==> config.mk <==
export PLATFORM = sky130hd
export DESIGN_NAME = signed_unsigned_4x4_bit_multiplier_flat
export DESIGN_NICKNAME = d
export VERILOG_FILES = /design/src/rtl/signed_unsigned_4x4_bit_multiplier_if.sv /design/src/rtl/signed_unsigned_4x4_bit_multiplier.sv /design/src/flat_wrapper.sv
export SDC_FILE = /design/constraint.sdc
export NUM_CORES = 1
export LEC_CHECK = 0
export ABC_AREA = 1
export BUFFER_PORTS_ARGS = -buffer_cell sky130_fd_sc_hd__buf_2
export CAP_MARGIN = 10
export CORE_MARGIN = 2
export CORE_UTILIZATION = 34
export CTS_CLUSTER_DIAMETER = 150
export DETAILED_ROUTE_END_ITERATION = 16
export SLEW_MARGIN = 20
export SYNTH_ARGS = -nofsm -noshare
export SYNTH_HDL_FRONTEND = slang
export SYNTH_SLANG_ARGS = --single-unit
==> constraint.sdc <==
create_clock -name clk -period 1.5 [get_ports clk]
set_clock_uncertainty 0.15 [all_clocks]
set_input_delay 0.15 -clock clk [delete_from_list [all_inputs] [get_ports clk]]
set_output_delay 0.15 -clock clk [all_outputs]
set_load 0.02 [all_outputs]
==> src/rtl/signed_unsigned_4x4_bit_multiplier_if.sv <==
// Tile pin bundle for the 4x4 multiplier: enable, operands, mode/bidir pins and product.
// master = tile harness (drives ena/ui_in/uio_in), slave = multiplier (drives uo_out/uio_*).
// Ports: ena, ui_in[7:0], uio_in[7:0] toward the block; uo_out, uio_out, uio_oe from it.
interface signed_unsigned_4x4_bit_multiplier_if;
  logic       ena;
  logic [7:0] ui_in;
  logic [7:0] uo_out;
  logic [7:0] uio_in;
  logic [7:0] uio_out;
  logic [7:0] uio_oe;

  modport master (
    output ena,
    output ui_in,
    output uio_in,
    input  uo_out,
    input  uio_out,
    input  uio_oe
  );

  modport slave (
    input  ena,
    input  ui_in,
    input  uio_in,
    output uo_out,
    output uio_out,
    output uio_oe
  );
endinterface

==> src/rtl/signed_unsigned_4x4_bit_multiplier.sv <==
// Purpose: 4x4 array multiplier, unsigned or two's-complement (Baugh-Wooley), registered 8-bit product.
// Latency: 1 cycle from ui_in/MODE to uo_out; one product per enabled cycle. No backpressure; ena=0 holds.
// Ports: clk, rst_n (async, active-HIGH despite the name), bus.slave: ena, ui_in={B,A},
//        uio_in[0]=MODE, uo_out=product, uio_out/uio_oe tied to 0 (all bidir pins are inputs).
module signed_unsigned_4x4_bit_multiplier (
  input  logic                                 clk,
  input  logic                                 rst_n,
  signed_unsigned_4x4_bit_multiplier_if.slave  bus
);

  logic [3:0]      op_a;
  logic [3:0]      op_b;
  logic            mode;
  logic [4:0][7:0] rows;      // rows 0..3: shifted partial products, row 4: correction constant
  logic [7:0]      sum;
  logic [7:0]      product_d;
  logic [7:0]      product_q;
  logic            unused_uio;

  assign op_a       = bus.ui_in[3:0];
  assign op_b       = bus.ui_in[7:4];
  assign mode       = bus.uio_in[0];
  assign unused_uio = &{1'b0, bus.uio_in[7:1]};

  // Returns {carry, sum}; with one input tied low it degenerates to a half adder.
  function automatic logic [1:0] full_add(input logic x, input logic y, input logic cin);
    logic s;
    logic c;
    s = x ^ y ^ cin;
    c = (x & y) | (cin & (x ^ y));
    return {c, s};
  endfunction

  always_comb begin
    logic       carry;
    logic [1:0] fa;
    rows  = '0;
    sum   = '0;
    carry = 1'b0;
    fa    = '0;

    // Partial product a[i]&b[j] at weight i+j, placed in row j.
    // Baugh-Wooley: terms pairing exactly one sign bit carry negative weight,
    // so they are inverted in signed mode; a3&b3 is positive and untouched.
    for (int j = 0; j < 4; j++) begin
      for (int i = 0; i < 4; i++) begin
        rows[j][i+j] = (op_a[i] & op_b[j]) ^ (mode & ((i == 3) != (j == 3)));
      end
    end

    // Correction constant 2^4 + 2^7 compensates the inversions (modulo 2^8).
    rows[4][4] = mode;
    rows[4][7] = mode;

    // Ripple-carry reduction, one row at a time; carries beyond bit 7 are
    // dropped since the product is exact within 8 bits in both modes.
    sum = rows[0];
    for (int r = 1; r < 5; r++) begin
      carry = 1'b0;
      for (int k = 0; k < 8; k++) begin
        fa     = full_add(sum[k], rows[r][k], carry);
        sum[k] = fa[0];
        carry  = fa[1];
      end
    end

    product_d = bus.ena ? sum : product_q;
  end

  always_ff @(posedge clk or posedge rst_n) begin
    if (rst_n) begin
      product_q <= 8'h00;
    end else begin
      product_q <= product_d;
    end
  end

  assign bus.uo_out  = product_q;
  assign bus.uio_out = 8'h00;
  assign bus.uio_oe  = 8'h00;

endmodule

==> src/flat_wrapper.sv <==
// flat-port wrapper written by rule: the top's interface ports become plain ports
module signed_unsigned_4x4_bit_multiplier_flat 
  (clk, rst_n, bus_ena, bus_ui_in, bus_uio_in, bus_uo_out, bus_uio_out, bus_uio_oe);
  signed_unsigned_4x4_bit_multiplier_if bus_i ();
  input  logic clk;
  input  logic rst_n;
  input wire logic [$bits(bus_i.ena)-1:0] bus_ena;
  input wire logic [$bits(bus_i.ui_in)-1:0] bus_ui_in;
  input wire logic [$bits(bus_i.uio_in)-1:0] bus_uio_in;
  output wire logic [$bits(bus_i.uo_out)-1:0] bus_uo_out;
  output wire logic [$bits(bus_i.uio_out)-1:0] bus_uio_out;
  output wire logic [$bits(bus_i.uio_oe)-1:0] bus_uio_oe;
  assign bus_i.ena = bus_ena;
  assign bus_i.ui_in = bus_ui_in;
  assign bus_i.uio_in = bus_uio_in;
  assign bus_uo_out = bus_i.uo_out;
  assign bus_uio_out = bus_i.uio_out;
  assign bus_uio_oe = bus_i.uio_oe;
  signed_unsigned_4x4_bit_multiplier u_core (.clk(clk), .rst_n(rst_n), .bus(bus_i));
endmodule
==> results of run 1 <==
-- how the worst max path moves through the flow --
stage / from / end / slack, ps
floorplan: bus_ui_in[4] / u_core.bus.uo_out[7] / -2520
global placement: bus_ui_in[4] / u_core.bus.uo_out[7] / -2760
detailed placement: bus_ui_in[4] / u_core.bus.uo_out[7] / -2840
CTS: bus_ui_in[1] / u_core.bus.uo_out[7] / -2500
global route: bus_ui_in[1] / u_core.bus.uo_out[7] / -2630
finish: bus_ui_in[1] / u_core.bus.uo_out[7] / -2490
-- critical path, delay by kind of cell --
kind / cells / cell delay (ps)
and+or+nand+nor: 6 / 310
buffers and inverters: 7 / 340
adders and majority gates: 9 / 3160
-- metal layers --
| metal | global-route usage (%) | part of all wire, % |
|---|---|---|
| met5 | 0 | 0 |
| met4 | 4.18 | 0 |
| met3 | 0.930 | 3.0 |
| met2 | 20.9 | 53 |
| met1 | 16.1 | 44 |
-- power breakdown --
group          switching, mW  internal (mW)
clock network         0.0595         0.0906
logic                  0.414          0.290
registers             0.0333          0.283
-- logic make-up after synthesis --
logic type    Yosys count  synth area share, %
buf+inv                41                 25.3
xor+xnor                6                 5.81
other cells             1                0.415
simple gates           44                 18.9
flops                   8                 22.1
fa+ha+maj              15                 27.4
-- final cells by class --
type,count,area (µm²)
timing repair buffer,31,220
inverter,23,88.8
sequential,8,200
multi-input combinational,81,609
tap,30,37.5
fill,257,1320
clock buffer,3,22.5
-- layout by cell type, fill, tap and decap left out --
cell	instances
conb_1	16
ha_1	3
fa_1	4
nand2_4	1
buf_2	15
dlygate4sd3_1	1
inv_2	8
inv_4	1
nand3_1	3
dfrtp_1	8
inv_1	14
buf_6	2
clkbuf_4	3
buf_8	2
nand2_2	5
buf_4	11
nand2_1	35
xor2_1	6
ha_4	4
fa_2	4
-- repair_timing --
action	4_1_cts	5_1_grt
hold endpoints to repair	8	0
setup endpoints to repair	5	6
pin swaps	2	1
hold buffers	1	0
resized for setup	13	4
buffers inserted	2	0
-- stage by stage --
step / cell area, µm² / setup TNS (ps) / worst slack, ps / power [mW]
final: 1180 / -9260 / -2490 / 1.17
after global routing: 1180 / -9770 / -2630 / 1.29
after CTS: 1160 / -9230 / -2500 / 1.18
after detailed placement: 1080 / -11100 / -2840 / 0.972
after global placement: 1080 / -10950 / -2760 / 0.949
after floorplan: 1020 / -9560 / -2520 / 0.805
==> results_dict.tcl, run 1 <==
set metrics [dict create \
    status "complete, but fails checks" \
    violations "negative setup slack" \
    cp.required_ps 1480 \
    syn_inst 115 \
    r2r_slack_ps 750 \
    initial_core_util_pct 36.2 \
    antenna_cells 0 \
    finalMaxSlewViolations 0 \
    routed-via-count 701 \
    post_drt_via_cell_ratio 3.98 \
    critPathLaunchType "primary input" \
    grt_first_pass_wirelength_um 3040 \
    final_cells 176 \
    cts_tree "built" \
    min_from "bus_ena" \
    dpl.cell_count 170 \
    ys_seq_area_share_pct 22.1 \
    die_y_um 55.6 \
    num-nets-final 182 \
    period_minus_slack_ps 3990 \
    yosys.area.top_type_share_pct 22.1 \
    areaGrowthSynthToFinish_pct 30.3 \
    synth_top_area_cell "dfrtp_1" \
    core_area_um2 2500 \
    htreeDepth 1 \
    holdPathStages 3 \
    synth_edf_count 0 \
    r2r_start "u_core.bus.uo_out[7]" \
    clk_latency_ps 240 \
    rsz0062_at_grt "true" \
    arrival_ps 3970 \
    wl_per_cell_um 10.0 \
    drt_iter0_markers 4 \
    ios 43 \
    synth_area_leaders "dfrtp_1, fa_1, nand2_1" \
    max_freq_mhz 250 \
    hold_viol 0 \
    clk_pin_slew_ps 50 \
    clockBufferDepth 2 \
    grt_pass1_vias 696 \
    die_w_um 55.6 \
    reg2reg_depth 2 \
    synthDistinctLibCells 12 \
    overflow 0 \
    cp_slowest_stage_delay_ps 510 \
    p_leak_nw 0.674 \
    end_kind "flip-flop" \
    finalCritPeriodShare_pct 266 \
    r2r_end "u_core.bus.uo_out[7]" \
    cts_made_buffers 3 \
    antenna_found_initial 0 \
    power.density_nw_per_um2 993 \
    firstDrtPassIters 4 \
    slowest_stage "fa_1" \
    cp_max_fo 2 \
    synthFlopType "dfrtp_1" \
    grt_max_degree 10 \
    vdd_drop_max_v 0.000613 \
    final.setup.worst_slack_ps -2490 \
    die_area_um2 3090 \
    crit_type "primary input to flip-flop" \
    drt_drc_violations_left 0 \
    finalSetupViolCount 5 \
    cts_sinks 8 \
    ys_top_cells_by_count "nand2_1, inv_1, buf_4, dfrtp_1, fa_1" \
    ys_warn_count 0 \
    synth.avg_cell_area_um2 7.87 \
    drv_cap 0 \
    globalRouteTotalUtil_pct 12.2 \
    utilization_pct 47.1 \
    min_to "u_core.bus.uo_out[6]" \
    hpwl_um 1500 \
    row_count 18 \
    fin_hold_ws_ps 73.5 \
    largest_reg_flops 8 \
    drt-total-wl_um 1760 \
    layout-drive-gt1-share_pct 38.4 \
    syn-cell-area_um2 905 \
    synthArstFlopShare_pct 100 \
    yosysMostFrequentCell "nand2_1" \
    crit_chain "buf_8 -> nand2_4 -> inv_4 -> ha_4 -> inv_2 -> fa_2 -> fa_1 -> inv_1 -> fa_2 -> fa_1 -> inv_2 -> fa_2 -> fa_2 -> fa_1 -> inv_2 -> ha_4 -> inv_2 -> nand2_2 -> nand2_2 -> nand2_1 -> nand3_1 -> nand2_1" \
    io_buffer_count 19 \
    ys_seq_elements 8 \
    hold_class "primary input to flip-flop" \
    antenna_left 0 \
    cts_root_buf "clkbuf_4" \
    gp_congestion 0.814 \
]
Note: power is estimated with default switching activity, not from simulation.
==> inputs of run 2 (changes only) <==
--- a/config.mk
+++ b/config.mk
@@ -9,9 +9,10 @@
 export BUFFER_PORTS_ARGS = -buffer_cell sky130_fd_sc_hd__buf_2
 export CAP_MARGIN = 10
 export CORE_MARGIN = 2
-export CORE_UTILIZATION = 34
+export CORE_UTILIZATION = 49
 export CTS_CLUSTER_DIAMETER = 150
 export DETAILED_ROUTE_END_ITERATION = 16
+export PLACE_DENSITY = 0.84
 export SLEW_MARGIN = 20
 export SYNTH_ARGS = -nofsm -noshare
 export SYNTH_HDL_FRONTEND = slang
==> run 2 against run 1 <==
The flow still finishes with violations (negative setup slack). Utilization grew 20 points. Power is 0.92% higher. Hold slack lost 17 ps. Routed wire length fell by 9.6%. Clock power increased by 10%. Critical path depth unchanged. Via count fell by 0.43%. Cell area decreased by 2.0%. Register-to-register slack lost 20 ps. Critical path type unchanged. Largest power group unchanged.
==> results_dict.tcl, run 2 (synthesis gave the netlist of run 1 again) <==
set metrics [dict create \
    power_frac_clock_pct 14.0 \
    overflow 0 \
    grt_first_pass_wirelength_um 2630 \
    finalMaxSlewViolations 0 \
    p_int_mw 0.664 \
    period_minus_slack_ps 3950 \
    cts_root_buf "clkbuf_4" \
    cts_made_buffers 3 \
    crit_type "primary input to flip-flop" \
    power.density_nw_per_um2 1020 \
    p_comb_share_pct 59.2 \
    largest_reg_flops 8 \
    ios 43 \
    end_kind "flip-flop" \
    power_switching_share_pct 43.8 \
    pwr-share-seq_pct 26.8 \
    firstDrtPassIters 4 \
    fin_hold_ws_ps 56.9 \
    cts_tree "built" \
    wl_per_cell_um 9.38 \
    arrival_ps 3940 \
    status "complete, but fails checks" \
    clk_latency_ps 250 \
    hold_class "primary input to flip-flop" \
    drv_cap 0 \
    final_cells 170 \
    row_count 15 \
    drt-total-wl_um 1590 \
    final_common_cell "nand2_1" \
    post_drt_via_cell_ratio 4.11 \
    clockBufferDepth 2 \
    nFillCells 163 \
    drt_drc_violations_left 0 \
    critPathLaunchType "primary input" \
    io_buffer_count 19 \
    antenna_found_initial 0 \
    antenna_left 0 \
    dpl.cell_count 165 \
    cts_sinks 8 \
    antenna_cells 0 \
    clk_pin_slew_ps 50 \
    die_w_um 47.0 \
    grt_max_degree 10 \
    core_area_um2 1730 \
    seq_area_um2 200 \
    cp.required_ps 1490 \
    final.setup.worst_slack_ps -2450 \
    htreeDepth 1 \
    dpl_cell_area_um2 1070 \
    finalCritPeriodShare_pct 263 \
    gp_congestion 0.805 \
    die_area_um2 2210 \
    grt_pass1_vias 616 \
    areaGrowthSynthToFinish_pct 27.7 \
    multiInputGateArea_um2 599 \
    initial_core_util_pct 52.4 \
    die_y_um 47.0 \
    hpwl_um 1370 \
    hold_viol 0 \
    globalRouteTotalUtil_pct 17.7 \
    vdd_drop_max_v 0.000947 \
    num-nets-final 181 \
    cp_max_fo 3 \
    final_cell_mix "nand2_1, conb_1, buf_2, inv_1" \
    violations "negative setup slack" \
    rsz0062_at_grt "true" \
    finalSetupViolCount 5 \
    preCtsSetupSlack_ps -2830 \
    p_leak_nw 0.667 \
    utilization_pct 66.9 \
    max_freq_mhz 253 \
    switchingPower_mw 0.517 \
    layout-drive-gt1-share_pct 39.3 \
    design_area_um2 1150 \
    routed-via-count 698 \
    drt_iter0_markers 11 \
]
## run 2: changes by cell type in the layout (fill, tap and decap cells not counted)
cell and delta:
ha_4 -1, fa_2 +1, inv_1 -2, ha_1 +1
inv_2 +2, fa_1 -1, buf_4 -1
## run 2: final timing paths
path                                       from                   end  slack (ps)  cells after the start
setup / recovery                   bus_ui_in[4]  u_core.bus.uo_out[7]       -2450                     22
hold / removal                          bus_ena  u_core.bus.uo_out[3]          60                      3
setup reg to reg           u_core.bus.uo_out[0]  u_core.bus.uo_out[0]         730                      2
hold reg to reg            u_core.bus.uo_out[1]  u_core.bus.uo_out[1]         330                      2
max in group asynchronous                 rst_n  u_core.bus.uo_out[4]         740                      3
min in group asynchronous                 rst_n  u_core.bus.uo_out[3]         230                      3
## run 2: what timing repair did
action | CTS | global route
gates cloned | 0 | 0
hold buffers | 1 | 0
gates resized for setup | 15 | 4
hold endpoints to repair | 8 | 0
pin swaps | 5 | 2
setup endpoints to repair | 5 | 5
buffers inserted | 1 | 0
## run 2: worst max-delay path: stages
cell     delay (ps)
buf_8            80
nand2_4          50
inv_4            50
ha_4            120
inv_2            30
fa_2            320
fa_1            510
inv_2            40
fa_2            340
fa_2            540
inv_2            40
fa_2            330
fa_2            350
fa_1            530
inv_2            50
ha_4            160
inv_2            40
nand2_2          40
nand2_1          50
nand2_1          40
nand3_1          50
nand2_1          50
## run 2: final cells by class
cell class	count	share of cell area, %
clock buffers	3	1.95
inverters	23	7.69
multi-input cells	81	51.9
flip-flops and latches	8	17.3
well taps	25	2.71
repair buffers	30	18.4
## run 2: per-layer routing
metal	track usage (%)	share of wire, %	vias to the layer above
li1	-	-	358
met1	23.5	43	311
met2	27.9	49	26
met3	3.46	6.7	3
met4	8.33	1.5	0
met5	0	0	-
## run 2: power groups by stage
| stage | combinational [mW] | clock, mW | sequential [mW] |
|---|---|---|---|
| finish | 0.699 | 0.165 | 0.317 |
| global route | 0.778 | 0.184 | 0.325 |
| CTS | 0.704 | 0.173 | 0.318 |
| detailed placement | 0.643 | 0 | 0.319 |
| global placement | 0.622 | 0 | 0.316 |
| floorplan | 0.404 | 0 | 0.401 |
## run 2: metrics by stage
stage,TNS (ps),power [mW]
2_1_floorplan,-9560,0.805
3_5_place_dp,-11220,0.962
5_1_grt,-9570,1.29
6_report,-9200,1.18
3_3_place_gp,-10840,0.938
4_1_cts,-9310,1.19
